`src/rtl/spc_stack_if.sv`:
```
// Sequencer/RAM-facing bundle of the SPC stack controller.
// slave = controller view; master = sequencer plus RAM instance view.
interface spc_stack_if #(
    parameter int AW = 5,
    parameter int DW = 19
);
    logic          PUSH;
    logic          POP;
    logic [DW-1:0] PUSH_DATA;
    logic          BUSY;
    logic [DW-1:0] POP_DATA;
    logic          POP_VALID;
    logic [AW-1:0] SPTR;
    logic          EMPTY;
    logic          FULL;
    logic          OVF;
    logic          UNF;
    logic [AW-1:0] RAM_A;
    logic [DW-1:0] RAM_DI;
    logic          RAM_WE_N;
    logic          RAM_CE_N;
    logic [DW-1:0] RAM_DO;

    modport master (
        output PUSH, POP, PUSH_DATA, RAM_DO,
        input  BUSY, POP_DATA, POP_VALID, SPTR, EMPTY, FULL, OVF, UNF,
               RAM_A, RAM_DI, RAM_WE_N, RAM_CE_N
    );

    modport slave (
        input  PUSH, POP, PUSH_DATA, RAM_DO,
        output BUSY, POP_DATA, POP_VALID, SPTR, EMPTY, FULL, OVF, UNF,
               RAM_A, RAM_DI, RAM_WE_N, RAM_CE_N
    );
endinterface

```
`src/rtl/spc_stack_ctl.sv`:
```
// SPC stack controller: push/pop/replace against a 32x19 synchronous RAM.
// Optional macro SPC_BOUNDS_EN rejects push-when-full and pop-when-empty.
//
// state  | meaning
// IDLE   | accepting requests, RAM strobes idle
// WR     | push write strobed to RAM this edge
// RD     | read strobed to RAM this edge
// CAP    | RAM_DO valid; capture popped word
// RPL_WR | replace write strobed to RAM this edge
module spc_stack_ctl #(
    parameter int AW = 5,
    parameter int DW = 19
) (
    input  logic       CLK,
    input  logic       RESET,
    spc_stack_if.slave bus
);
    localparam int DEPTH = 2**AW;
    localparam logic [AW:0] CNT_FULL = (AW+1)'(DEPTH);

    typedef enum logic [2:0] {IDLE, WR, RD, CAP, RPL_WR} state_t;

    state_t        state, state_nxt;
    logic [AW-1:0] sptr, sptr_nxt;
    logic [AW:0]   count, count_nxt;
    logic          ovf, ovf_nxt;
    logic          unf, unf_nxt;
    logic          rpl, rpl_nxt;
    logic [DW-1:0] pop_data, pop_data_nxt;
    logic          pop_valid, pop_valid_nxt;
    logic [AW-1:0] ram_a, ram_a_nxt;
    logic [DW-1:0] ram_di, ram_di_nxt;
    logic          ram_we_n, ram_we_n_nxt;
    logic          ram_ce_n, ram_ce_n_nxt;

    logic empty, full, push_ok, pop_ok;

    assign empty = (count == '0);
    assign full  = (count == CNT_FULL);

`ifdef SPC_BOUNDS_EN
    assign push_ok = !full;
    assign pop_ok  = !empty;
`else
    assign push_ok = 1'b1;
    assign pop_ok  = 1'b1;
`endif

    always_ff @(posedge CLK or posedge RESET) begin
        if (RESET) begin
            state <= IDLE;
        end else begin
            state <= state_nxt;
        end
    end

    always_ff @(posedge CLK or posedge RESET) begin
        if (RESET) begin
            sptr      <= '0;
            count     <= '0;
            ovf       <= 1'b0;
            unf       <= 1'b0;
            rpl       <= 1'b0;
            pop_data  <= '0;
            pop_valid <= 1'b0;
            ram_a     <= '0;
            ram_di    <= '0;
            ram_we_n  <= 1'b1;
            ram_ce_n  <= 1'b1;
        end else begin
            sptr      <= sptr_nxt;
            count     <= count_nxt;
            ovf       <= ovf_nxt;
            unf       <= unf_nxt;
            rpl       <= rpl_nxt;
            pop_data  <= pop_data_nxt;
            pop_valid <= pop_valid_nxt;
            ram_a     <= ram_a_nxt;
            ram_di    <= ram_di_nxt;
            ram_we_n  <= ram_we_n_nxt;
            ram_ce_n  <= ram_ce_n_nxt;
        end
    end

    always_comb begin
        state_nxt     = state;
        sptr_nxt      = sptr;
        count_nxt     = count;
        ovf_nxt       = ovf;
        unf_nxt       = unf;
        rpl_nxt       = rpl;
        pop_data_nxt  = pop_data;
        pop_valid_nxt = 1'b0;
        ram_a_nxt     = ram_a;
        ram_di_nxt    = ram_di;
        ram_we_n_nxt  = ram_we_n;
        ram_ce_n_nxt  = ram_ce_n;

        case (state)
            IDLE: begin
                if (bus.PUSH && !bus.POP) begin
                    if (full) ovf_nxt = 1'b1;
                    if (push_ok) begin
                        sptr_nxt     = sptr + 1'b1;
                        ram_a_nxt    = sptr + 1'b1;
                        ram_di_nxt   = bus.PUSH_DATA;
                        ram_ce_n_nxt = 1'b0;
                        ram_we_n_nxt = 1'b0;
                        count_nxt    = full ? count : count + 1'b1;
                        state_nxt    = WR;
                    end
                end else if (bus.POP) begin
                    if (empty) unf_nxt = 1'b1;
                    if (pop_ok) begin
                        ram_a_nxt    = sptr;
                        ram_ce_n_nxt = 1'b0;
                        ram_we_n_nxt = 1'b1;
                        rpl_nxt      = bus.PUSH;
                        state_nxt    = RD;
                        // Replace keeps pointer and count; the new word waits in RAM_DI.
                        if (bus.PUSH) begin
                            ram_di_nxt = bus.PUSH_DATA;
                        end else begin
                            sptr_nxt  = sptr - 1'b1;
                            count_nxt = empty ? count : count - 1'b1;
                        end
                    end
                end
            end
            WR: begin
                ram_ce_n_nxt = 1'b1;
                ram_we_n_nxt = 1'b1;
                state_nxt    = IDLE;
            end
            RD: begin
                ram_ce_n_nxt = 1'b1;
                state_nxt    = CAP;
            end
            CAP: begin
                pop_data_nxt  = bus.RAM_DO;
                pop_valid_nxt = 1'b1;
                if (rpl) begin
                    ram_a_nxt    = sptr;
                    ram_ce_n_nxt = 1'b0;
                    ram_we_n_nxt = 1'b0;
                    state_nxt    = RPL_WR;
                end else begin
                    state_nxt = IDLE;
                end
            end
            RPL_WR: begin
                ram_ce_n_nxt = 1'b1;
                ram_we_n_nxt = 1'b1;
                rpl_nxt      = 1'b0;
                state_nxt    = IDLE;
            end
            default: state_nxt = IDLE;
        endcase
    end

    assign bus.BUSY      = (state != IDLE);
    assign bus.POP_DATA  = pop_data;
    assign bus.POP_VALID = pop_valid;
    assign bus.SPTR      = sptr;
    assign bus.EMPTY     = empty;
    assign bus.FULL      = full;
    assign bus.OVF       = ovf;
    assign bus.UNF       = unf;
    assign bus.RAM_A     = ram_a;
    assign bus.RAM_DI    = ram_di;
    assign bus.RAM_WE_N  = ram_we_n;
    assign bus.RAM_CE_N  = ram_ce_n;
endmodule

```
`src/flat_wrapper.sv`:
```
// flat-port wrapper written by rule: the top's interface ports become plain ports
module spc_stack_ctl_flat 
#(
    parameter int AW = 5,
    parameter int DW = 19
)
  (CLK, RESET, bus_PUSH, bus_POP, bus_PUSH_DATA, bus_RAM_DO, bus_BUSY, bus_POP_DATA, bus_POP_VALID, bus_SPTR, bus_EMPTY, bus_FULL, bus_OVF, bus_UNF, bus_RAM_A, bus_RAM_DI, bus_RAM_WE_N, bus_RAM_CE_N);
  spc_stack_if #(.AW(AW), .DW(DW)) bus_i ();
  input  logic CLK;
  input  logic RESET;
  input wire logic [$bits(bus_i.PUSH)-1:0] bus_PUSH;
  input wire logic [$bits(bus_i.POP)-1:0] bus_POP;
  input wire logic [$bits(bus_i.PUSH_DATA)-1:0] bus_PUSH_DATA;
  input wire logic [$bits(bus_i.RAM_DO)-1:0] bus_RAM_DO;
  output wire logic [$bits(bus_i.BUSY)-1:0] bus_BUSY;
  output wire logic [$bits(bus_i.POP_DATA)-1:0] bus_POP_DATA;
  output wire logic [$bits(bus_i.POP_VALID)-1:0] bus_POP_VALID;
  output wire logic [$bits(bus_i.SPTR)-1:0] bus_SPTR;
  output wire logic [$bits(bus_i.EMPTY)-1:0] bus_EMPTY;
  output wire logic [$bits(bus_i.FULL)-1:0] bus_FULL;
  output wire logic [$bits(bus_i.OVF)-1:0] bus_OVF;
  output wire logic [$bits(bus_i.UNF)-1:0] bus_UNF;
  output wire logic [$bits(bus_i.RAM_A)-1:0] bus_RAM_A;
  output wire logic [$bits(bus_i.RAM_DI)-1:0] bus_RAM_DI;
  output wire logic [$bits(bus_i.RAM_WE_N)-1:0] bus_RAM_WE_N;
  output wire logic [$bits(bus_i.RAM_CE_N)-1:0] bus_RAM_CE_N;
  assign bus_i.PUSH = bus_PUSH;
  assign bus_i.POP = bus_POP;
  assign bus_i.PUSH_DATA = bus_PUSH_DATA;
  assign bus_i.RAM_DO = bus_RAM_DO;
  assign bus_BUSY = bus_i.BUSY;
  assign bus_POP_DATA = bus_i.POP_DATA;
  assign bus_POP_VALID = bus_i.POP_VALID;
  assign bus_SPTR = bus_i.SPTR;
  assign bus_EMPTY = bus_i.EMPTY;
  assign bus_FULL = bus_i.FULL;
  assign bus_OVF = bus_i.OVF;
  assign bus_UNF = bus_i.UNF;
  assign bus_RAM_A = bus_i.RAM_A;
  assign bus_RAM_DI = bus_i.RAM_DI;
  assign bus_RAM_WE_N = bus_i.RAM_WE_N;
  assign bus_RAM_CE_N = bus_i.RAM_CE_N;
  spc_stack_ctl #(.AW(AW), .DW(DW)) u_core (.CLK(CLK), .RESET(RESET), .bus(bus_i));
endmodule
```
`config.mk`:
```
export PLATFORM = sky130hd
export DESIGN_NAME = spc_stack_ctl_flat
export DESIGN_NICKNAME = d
export VERILOG_FILES = /design/src/rtl/spc_stack_if.sv /design/src/rtl/spc_stack_ctl.sv /design/src/flat_wrapper.sv
export SDC_FILE = /design/constraint.sdc
export NUM_CORES = 1
export LEC_CHECK = 0
export ABC_CLOCK_PERIOD_IN_PS = 2100
export BUFFER_PORTS_ARGS = -buffer_cell sky130_fd_sc_hd__buf_2
export CORE_ASPECT_RATIO = 0.6
export CORE_MARGIN = 2
export CORE_UTILIZATION = 45
export CTS_CLUSTER_DIAMETER = 200
export DETAILED_ROUTE_END_ITERATION = 10
export PLACE_DENSITY = 0.76
export SETUP_SLACK_MARGIN = 0.1
export SLEW_MARGIN = 10
export SYNTH_ARGS = -nofsm -noshare
export SYNTH_HDL_FRONTEND = slang
export SYNTH_SLANG_ARGS = --single-unit
```
`constraint.sdc`:
```
create_clock -name CLK -period 2.1 [get_ports CLK]
set_input_delay 0 -clock CLK [delete_from_list [all_inputs] [get_ports CLK]]
set_output_delay 0 -clock CLK [all_outputs]
set_load 0.1 [all_outputs]
```
### Word-level counts from Yosys, hierarchy flattened

Index checks and enable logic that the tools add are counted.
Widths: inputs -> output; s select.

| storage, ports and cells | value |
|---|---|
| flip-flop bits (word level) | 63 |
| bits of input ports | 42 |
| output and inout bits | 56 |

| cells by class | value |
|---|---|
| $add $sub $neg | 4 |
| equality and inequality tests | 12 |
| multiplexer cells | 30 |
| bitwise gates (word level) | 1 |
| reductions and logical operators | 22 |

Operators with widths:

| cell | number |
|---|---|
| $mux 19 | 3 |
| $mux 5 | 6 |
| $mux 6 | 5 |
| $reduce_and 3->1 | 7 |
| $pmux 5 s2 | 1 |
| $mux 3 | 3 |
| $pmux 3 s3 | 1 |
| $reduce_bool 3->1 | 3 |
| $mux 1 | 8 |
| $ne 2x2->1 const B | 4 |
| $reduce_bool 2->1 | 4 |
| $add 6x1->6 const B | 1 |
| $eq 3x2->1 const B | 2 |
| $eq 6x6->1 const B | 1 |
| $logic_not 6->1 | 1 |
| $pmux 1 s3 | 2 |
| $sub 6x1->6 const B | 1 |
| $add 5x1->5 const B | 1 |
| $reduce_and 5->1 | 1 |
| $sub 5x1->5 const B | 1 |
| $ne 2x1->1 const B | 2 |
| $reduce_and 4->1 | 1 |
| $eq 3x1->1 const B | 1 |
| $eq 3x3->1 const B | 1 |
| 8 further kinds | 8 |

### Longest topological paths before layout

Gate-level depths: netlist of the first run.

| logic depth | value |
|---|---|
| depth after elaboration | 5 |
| depth in mapped cells | 11 |
| depth with buffers taken out | 9 |

### Worst setup path after synthesis of the first run

Ideal clock, no wire load.

| path | value |
|---|---|
| path type | flip-flop to flip-flop |
| start point | register u_core.count[1] |
| end point | register u_core.ovf (netlist: u_core.bus.OVF) |
| data arrival time | 3.680 ns |
| required time | 2.027 ns |
| setup slack | -1.653 ns |
| stages on the path, launching flop included | 5 |
| buffers on the path | 1 |
| path through | dfrtp_1 -> buf_6 -> or4_4 -> nor3b_1 -> a31o_2 |

| between the ends | value |
|---|---|
| word-level cells in the longest chain between the ends | 2 |

Ends and longest elaborated chain:

| item | line | text |
|---|---|---|
| start: declaration | spc_stack_ctl.sv:25 | `logic [AW:0] count, count_nxt;` |
| start signal: assignment | spc_stack_ctl.sv:72 | `count <= count_nxt;` |
| $eq 6x6->1 | spc_stack_ctl.sv:39 | `assign full = (count == CNT_FULL);` |
| via bus_FULL | flat_wrapper.sv:20 | `output wire logic [$bits(bus_i.FULL)-1:0] bus_FULL;` |
| $reduce_and 3->1 (no line) | -- |  |
| end signal: assignment | spc_stack_ctl.sv:73 | `ovf <= ovf_nxt;` |
| end: declaration | spc_stack_ctl.sv:26 | `logic ovf, ovf_nxt;` |

The timed path passes the listed nets, and every way through them passes these cells.
A chain may end at the register's enable or synchronous reset.

### Worst setup path in the final report of the first run

| path | value |
|---|---|
| start point | register u_core.count[4] |
| end point | register u_core.count[1] |

| between the ends | value |
|---|---|
| word-level cells in the longest chain between the ends | 3 |
| elaborated cells on any way between the ends | 5 |

Ends and longest elaborated chain:

| item | line |
|---|---|
| $eq 6x6->1 / $logic_not 6->1 (equally long branches) | spc_stack_ctl.sv:39, spc_stack_ctl.sv:38 |
| $ne 2x2->1 (no line) | -- |
| $reduce_and 5->1 (no line) (*) | -- |

Mark *: on every way between the ends. The rest lies on a longest branch, timed or not.

==> key figures, run 1 <==
Synthesis
  – Xor and xnor area share after synthesis: under 10%
  – Synth cell count leaders: nand2_1, dfrtp_1, mux2_2, nor2_1, a21oi_1
  – Number of flops mapped to enable cells by yosys: 0
  – Synth cell types: 36
  – Syn_nets: 325
  – Syn. warnings: 0
  – Largest cells by area after synthesis: dfrtp_1, nand2_1, mux2_2, ha_1, nor2_1
  – Simple-gate portion of the synthesized area: 16.16%
  – Most numerous cell in the Yosys netlist: nand2_1
  – Dominant cell type by area after synthesis: dfrtp_1
  – Sequential-to-total area share from yosys stat: 54.68%
  – Syn_area_per_cell: 10.54 um2
  – Post-synth top area share: 52.86%
  – Synth Flop Type: dfrtp_1
  – Ys async rst share: 100.0%
  – Cells after Synth: 274
  – Largest family of logic cells by synthesized area: simple AND/OR/NAND/NOR gates
  – Yosys reg bits: 63
  – Mapped Area: approximately 0.0029 mm2
  – Post-synthesis mux area share: 8.579%
  – Synth Area in Compound Gates: 8.319%
  – Post-synthesis adder-cell area fraction: 3.899%

Job
  – Maximum Capacitance Violations: 0

GRT
  – GRT Util Overall: 21.79%
  – Initial antenna violation count: 0
  – Largest net degree at the start of global routing: 64
  – GRT overflow: 0
  – First-pass GRT wire length: 11.80 mm
  – Number of global-route vias before repair: about 2.5k

Worst setup path
  – Path depth of the worst reg2reg path: 4
  – Worst Setup End Kind: register
  – Worst-path cell chain: or4_4 > o311ai_4 > buf_4 > mux2_2
  – Worst Path Buf+Inv: 1
  – CP delay by family, top: simple AND/OR/NAND/NOR gates
  – Max stage delay on crit path: 0.56 ns
  – Setup CP Type: register to register
  – Worst path required time: around 2.3 ns
  – Crit path depth: 4
  – Max FO, Critical Path: 5
  – Worst reg-to-reg setup slack: 0.14 ns
  – CP arrival: 2.17 ns
  – CP Launch Type: register
  – Slowest CP cell: or4_4

Timing
  – Fmax: around 510 MHz
  – Final setup viols: 0
  – Period minus WS final: 1.956 ns
  – Max Slew Vio Count: 0
  – Worst-Margin Slew: ~0.50 ns
  – TNS Setup: 0 ns
  – Slew Limit Headroom: roughly 67%
  – Final Skew: 0.01011 ns
  – Final Hold Vio Count: 0
  – RSZ-0062 raised after global routing: yes
  – Fin crit share: 93.13%

Place
  – Number of port buffers: 97
  – GPL Wtd Cong: 0.8177
  – DP HPWL: roughly 4.6 mm

Clocking
  – Root buffer cell: clkbuf_8
  – H-Tree Level Count: 3
  – Max Buffers Root-to-Sink: 2
  – Cts bufs inserted: 9
  – CTS Sinks: 63
  – CTS tree: yes
  – Clock Latency Late Sink: about 0.34 ns
  – Clock transition at the registers of the reported paths: approximately 0.070 ns

Floorplan
  – I/O pins: 98
  – Starting Density: 46.83%
  – Die footprint: 0.007095 mm2
  – Core area: 0.006166 mm2
  – Row cnt: 22
  – Die X: 107.4 um
  – Die height: 66.05 um

Cells and area
  – Ant. Diodes: 0
  – Fraction of layout cells with a size suffix above 1: 37.94%
  – FILL cells: around 500
  – Final #Nets: 474
  – Area grow syn2layout: 44.24%

Routing
  – DRT Wirelength: around 7.5 mm
  – DRC Markers: 0
  – Routed Antenna Nets: 0
  – Routed wire length per instance: 14.60 um
  – Initial DRC Count: 70
  – Total via count in the routed design: roughly 2.5k
  – Vias per cell: 4.939
  – Drt first pass iters: 5

Status
  – Status: completed

Min path
  – Worst hold stages: 5
  – Worst Hold Class: input port to register
[per-stage QoR]
step | area (um2) | instances | util (%) | hold slack, ns | setup WS, ns
2_1_floorplan | 2949 | 274 | - | 0.1054 | -0.1018
3_3_place_gp | 3580 | 455 | 58.06 | 0.09229 | 0.1294
3_5_place_dp | 3580 | 455 | 58.06 | 0.09203 | 0.1021
4_1_cts | 4149 | 510 | 67.29 | 0.08073 | 0.1040
5_1_grt | 4165 | 511 | 67.55 | 0.1474 | 0.07585
6_report | 4165 | 511 | 67.55 | 0.09184 | 0.1443
[registers in the layout (all words and copies together), names as in the netlist]
register and cells:
u_core.count 6, u_core.rpl 1, u_core.state 3, u_core.bus.RAM_CE_N 1, u_core.bus.OVF 1, u_core.bus.POP_DATA 19, u_core.bus.POP_VALID 1, u_core.bus.RAM_WE_N 1
u_core.bus.SPTR 5, u_core.bus.UNF 1, u_core.bus.RAM_A 5, u_core.bus.RAM_DI 19
[cells in the final DEF, fill, tap and decap left out, types with 2 or more instances in the layout]
cell	Yosys	layout
a21o_1	3	3
buf_12	0	2
dfrtp_1	61	60
inv_1	10	9
nor3_1	4	3
xnor2_1	7	7
mux2_4	0	4
clkbuf_8	0	10
dlygate4sd3_1	0	40
buf_2	4	95
nand2b_1	2	2
xor2_1	8	8
nor3_4	1	2
ha_1	9	9
a31o_2	2	2
a31oi_1	4	4
o21ai_0	7	7
nand4_1	2	2
buf_4	0	13
a21oi_1	12	12
nand3_1	2	2
nand2_1	68	68
dfstp_2	2	2
mux2_2	22	18
nor2_1	20	20
clkinv_2	0	3
[layer usage]
layer,GRT usage (%),routed length (um),vias up
met5,0,0,-
li1,-,-,1207
met2,36.79,3515,97
met4,4.006,16,0
met3,7.685,549,3
met1,27.64,3382,1217
[final timing paths]
check                                             from                     end
worst max-delay path                   u_core.count[4]         u_core.count[1]
worst min-delay path                           bus_POP         u_core.state[0]
worst max register to register         u_core.count[4]         u_core.count[1]
worst min register to register  u_core.bus.POP_DATA[9]  u_core.bus.POP_DATA[9]
max in group asynchronous                        RESET     u_core.bus.RAM_CE_N
min in group asynchronous                        RESET          u_core.bus.UNF
[layout make-up]
cell class                 instances  area, um2  share of cell area (%)
timing repair buffer             151       1025                   24.60
multi-input combinational        187       1236                   29.68
clock inverter                     4      22.52                  0.5407
inverter                          11      55.05                   1.322
clock buffer                      11      141.4                   3.394
tap                               84      105.1                   2.523
sequential                        63       1580                   37.94
[logic make-up (layout without fill, tap and decap cells)]
| logic type | count (synthesis) | count (layout) |
|---|---|---|
| and+or+nand+nor | 107 | 107 |
| DFF | 63 | 63 |
| AOI/OAI and AO/OA | 34 | 34 |
| buffers and inverters | 24 | 177 |
| muxes | 22 | 22 |
| xor gates and xnor gates | 15 | 15 |
| adders and majority gates | 9 | 9 |
[timing repair]
item	CTS	global route
gates resized for setup	2	3
hold buffers	40	0
pin swaps	1	1
gates cloned	0	0
setup endpoints to repair	3	3
endpoints found under the hold margin	100	0
buffers inserted	0	1
[worst register-to-register path: stages, from the launching register on]
cell	delay, ns
dfrtp_1	0.40
or4_4	0.56
o311ai_4	0.36
buf_4	0.20
mux2_2	0.32
Power of run 1 is not shown: default switching activity piles up to over one toggle a cycle in this logic, so the estimate is an artifact.
==> run 2, diff against run 1 <==
- ABC_CLOCK_PERIOD_IN_PS: 2100 -> 2450
- CORE_UTILIZATION: 45 -> 50
- PLACE_DENSITY: 0.76 -> 0.8
- clock period: 2.1 -> 2.45 ns (I/O delays scaled with it)
==> key figures, run 2 (synthesis results as in run 1) <==
Timing
  – Final Skew: 0.007443 ns (-0.002669 ns)
  – RSZ-0062 raised after global routing: no
  – Max Slew Vio Count: 0 (unchanged)
  – Fmax: 463.1 MHz (-9.4%)
  – Worst Setup Slack, final: 0.2907 ns (+0.1464 ns)
  – TNS Setup: 0 ns (unchanged)
  – Final Hold Vio Count: 0 (unchanged)
  – Final setup viols: 0 (unchanged)
  – Fin crit share: 88.13% (-5.0 points)
  – Worst-Margin Slew: 0.4984 ns (-0.0002443 ns)
  – Slew Limit Headroom: 67.00% (about the same)
  – Period minus WS final: 2.159 ns (+0.2036 ns)

Clocking
  – CTS tree: yes
  – Clock Latency Late Sink: 0.33 ns (about the same)
  – Root buffer cell: clkbuf_8
  – Max Buffers Root-to-Sink: 2 (unchanged)
  – Cts bufs inserted: 9 (unchanged)
  – Clock transition at the registers of the reported paths: 0.06 ns (about the same)
  – H-Tree Level Count: 3 (unchanged)
  – CTS Sinks: 63 (unchanged)

Routing
  – Initial DRC Count: 96 (+37%)
  – DRC Markers: 0 (unchanged)
  – Routed Antenna Nets: 0 (unchanged)
  – Routed wire length per instance: 14.06 um (-3.8%)
  – Total via count in the routed design: 2430 (-3.7%)
  – Drt first pass iters: 4 (-1)
  – DRT Wirelength: 7.070 mm (-5.3%)
  – Vias per cell: 4.831 (-2.2%)

Place
  – Number of port buffers: 97 (unchanged)
  – DP Area: 0.003502 mm2 (-2.2%)
  – DP HPWL: 4.559 mm (-1.8%)
  – GPL Wtd Cong: 0.8986 (+9.9%)
  – Pre-CTS setup slack: 0.3031 ns (+0.2010 ns)

Worst setup path
  – Max stage delay on crit path: 0.62 ns (+0.06 ns)
  – Worst-path cell chain: or4_4 > o311ai_4 > nor2_1 > mux2_2 > xor2_1
  – Worst Setup End Kind: register
  – Critical Path Source: u_core.count[1]
  – Slowest CP cell: or4_4
  – Worst Path Buf+Inv: 0 (-1)
  – Worst path required time: 2.66 ns (+0.34 ns)
  – CP Launch Type: register
  – Worst R2R Start: u_core.count[1]
  – CP delay by family, top: simple AND/OR/NAND/NOR gates
  – Max FO, Critical Path: 8 (+3)
  – Setup CP Type: register to register
  – CP arrival: 2.37 ns (+0.20 ns)

GRT
  – First-pass GRT wire length: 11.71 mm (-0.76%)
  – Largest net degree at the start of global routing: 24 (-63%)
  – Initial antenna violation count: 0 (unchanged)
  – Number of global-route vias before repair: 2447 (-2.2%)
  – GRT overflow: 0 (unchanged)
  – GRT Util Overall: 23.81% (+2.0 points)

Cells and area
  – FILL cells: 405 (-19%)
  – Design Area, Final: 0.004069 mm2 (-2.3%)
  – Ant. Diodes: 0 (unchanged)
  – Commonest non-fill, non-tap cells in the layout: buf_2, nand2_1, dfrtp_1
  – Post-layout util: 73.05% (+5.5 points)
  – Most common cell after layout, fill and taps aside: buf_2
  – Area grow syn2layout: 40.90%
  – Final #Nets: 470 (-0.84%)
  – Fraction of layout cells with a size suffix above 1: 37.35% (-0.59 points)

Floorplan
  – Row cnt: 21 (-4.5%)
  – Starting Density: 51.84% (+5.0 points)
  – Die height: 62.87 um (-4.8%)
  – Die X: 102.1 um (-4.9%)
  – I/O pins: 98 (unchanged)
  – Core area: 0.005570 mm2 (-9.7%)
  – Die footprint: 0.006419 mm2 (-9.5%)

Job
  – Maximum Capacitance Violations: 0 (unchanged)

Status
  – Status: completed

Min path
  – Worst Hold Class: input port to register
  – Hold Path Origin: bus_POP
run 2: changes by cell type in the layout (fill, tap and decap cells not counted):
cell / before / now
dfrtp_2: 1 / 0
buf_12: 2 / 0
buf_6: 1 / 0
buf_4: 13 / 10
dfrtp_1: 60 / 61
inv_2: 1 / 2
bufinv_8: 1 / 0
buf_2: 95 / 97
ha_1: 9 / 8
mux2_2: 18 / 22
ha_2: 0 / 1
mux2_4: 4 / 0
run 2: cell type report:
| class | instances | area, um2 | share of cell area (%) |
|---|---|---|---|
| repair buffers | 147 | 960.9 | 23.62 |
| multi-input cells | 187 | 1224 | 30.07 |
| inverters | 11 | 41.29 | 1.015 |
| clock buffers | 11 | 141.4 | 3.475 |
| clock inverters | 4 | 22.52 | 0.5535 |
| flip-flops and latches | 63 | 1579 | 38.81 |
| well taps | 80 | 100.1 | 2.460 |
run 2: worst register-to-register path, stage by stage, from the launching register on:
cell	delay, ns
dfrtp_1	0.46
or4_4	0.62
o311ai_4	0.45
nor2_1	0.08
mux2_2	0.29
xor2_1	0.14
run 2: metal layers:
layer	wire (um)	track usage, %
met2	3335	38.08
met4	40	5.333
met5	0	0
met3	473	7.383
met1	3220	32.04
run 2: final timing paths:
check / to / slack [ns] / cells after the start
hold reg to reg: u_core.bus.POP_DATA[6] / 0.47 / 2
hold / removal: u_core.state[0] / 0.12 / 5
min in group asynchronous: u_core.bus.RAM_DI[8] / 0.22 / 3
max in group asynchronous: u_core.bus.RAM_CE_N / 1.52 / 4
setup reg to reg: u_core.count[5] / 0.29 / 5
setup / recovery: u_core.count[5] / 0.29 / 5
run 2: per-stage QoR:
step	hold WS [ns]	instances
finish	0.1162	503
global route	0.1396	503
CTS	0.09508	503
detailed placement	0.04041	448
global placement	0.03912	448
floorplan	0.1054	274
run 2: timing repair:
item / 4_1_cts / 5_1_grt
resized for setup: 0 / 1
hold buffers: 40 / 0
endpoints found under the hold margin: 58 / 0
endpoints found under the setup margin: 0 / 1
setup buffers: 0 / 0
Power of run 2 is left out for the same reason.
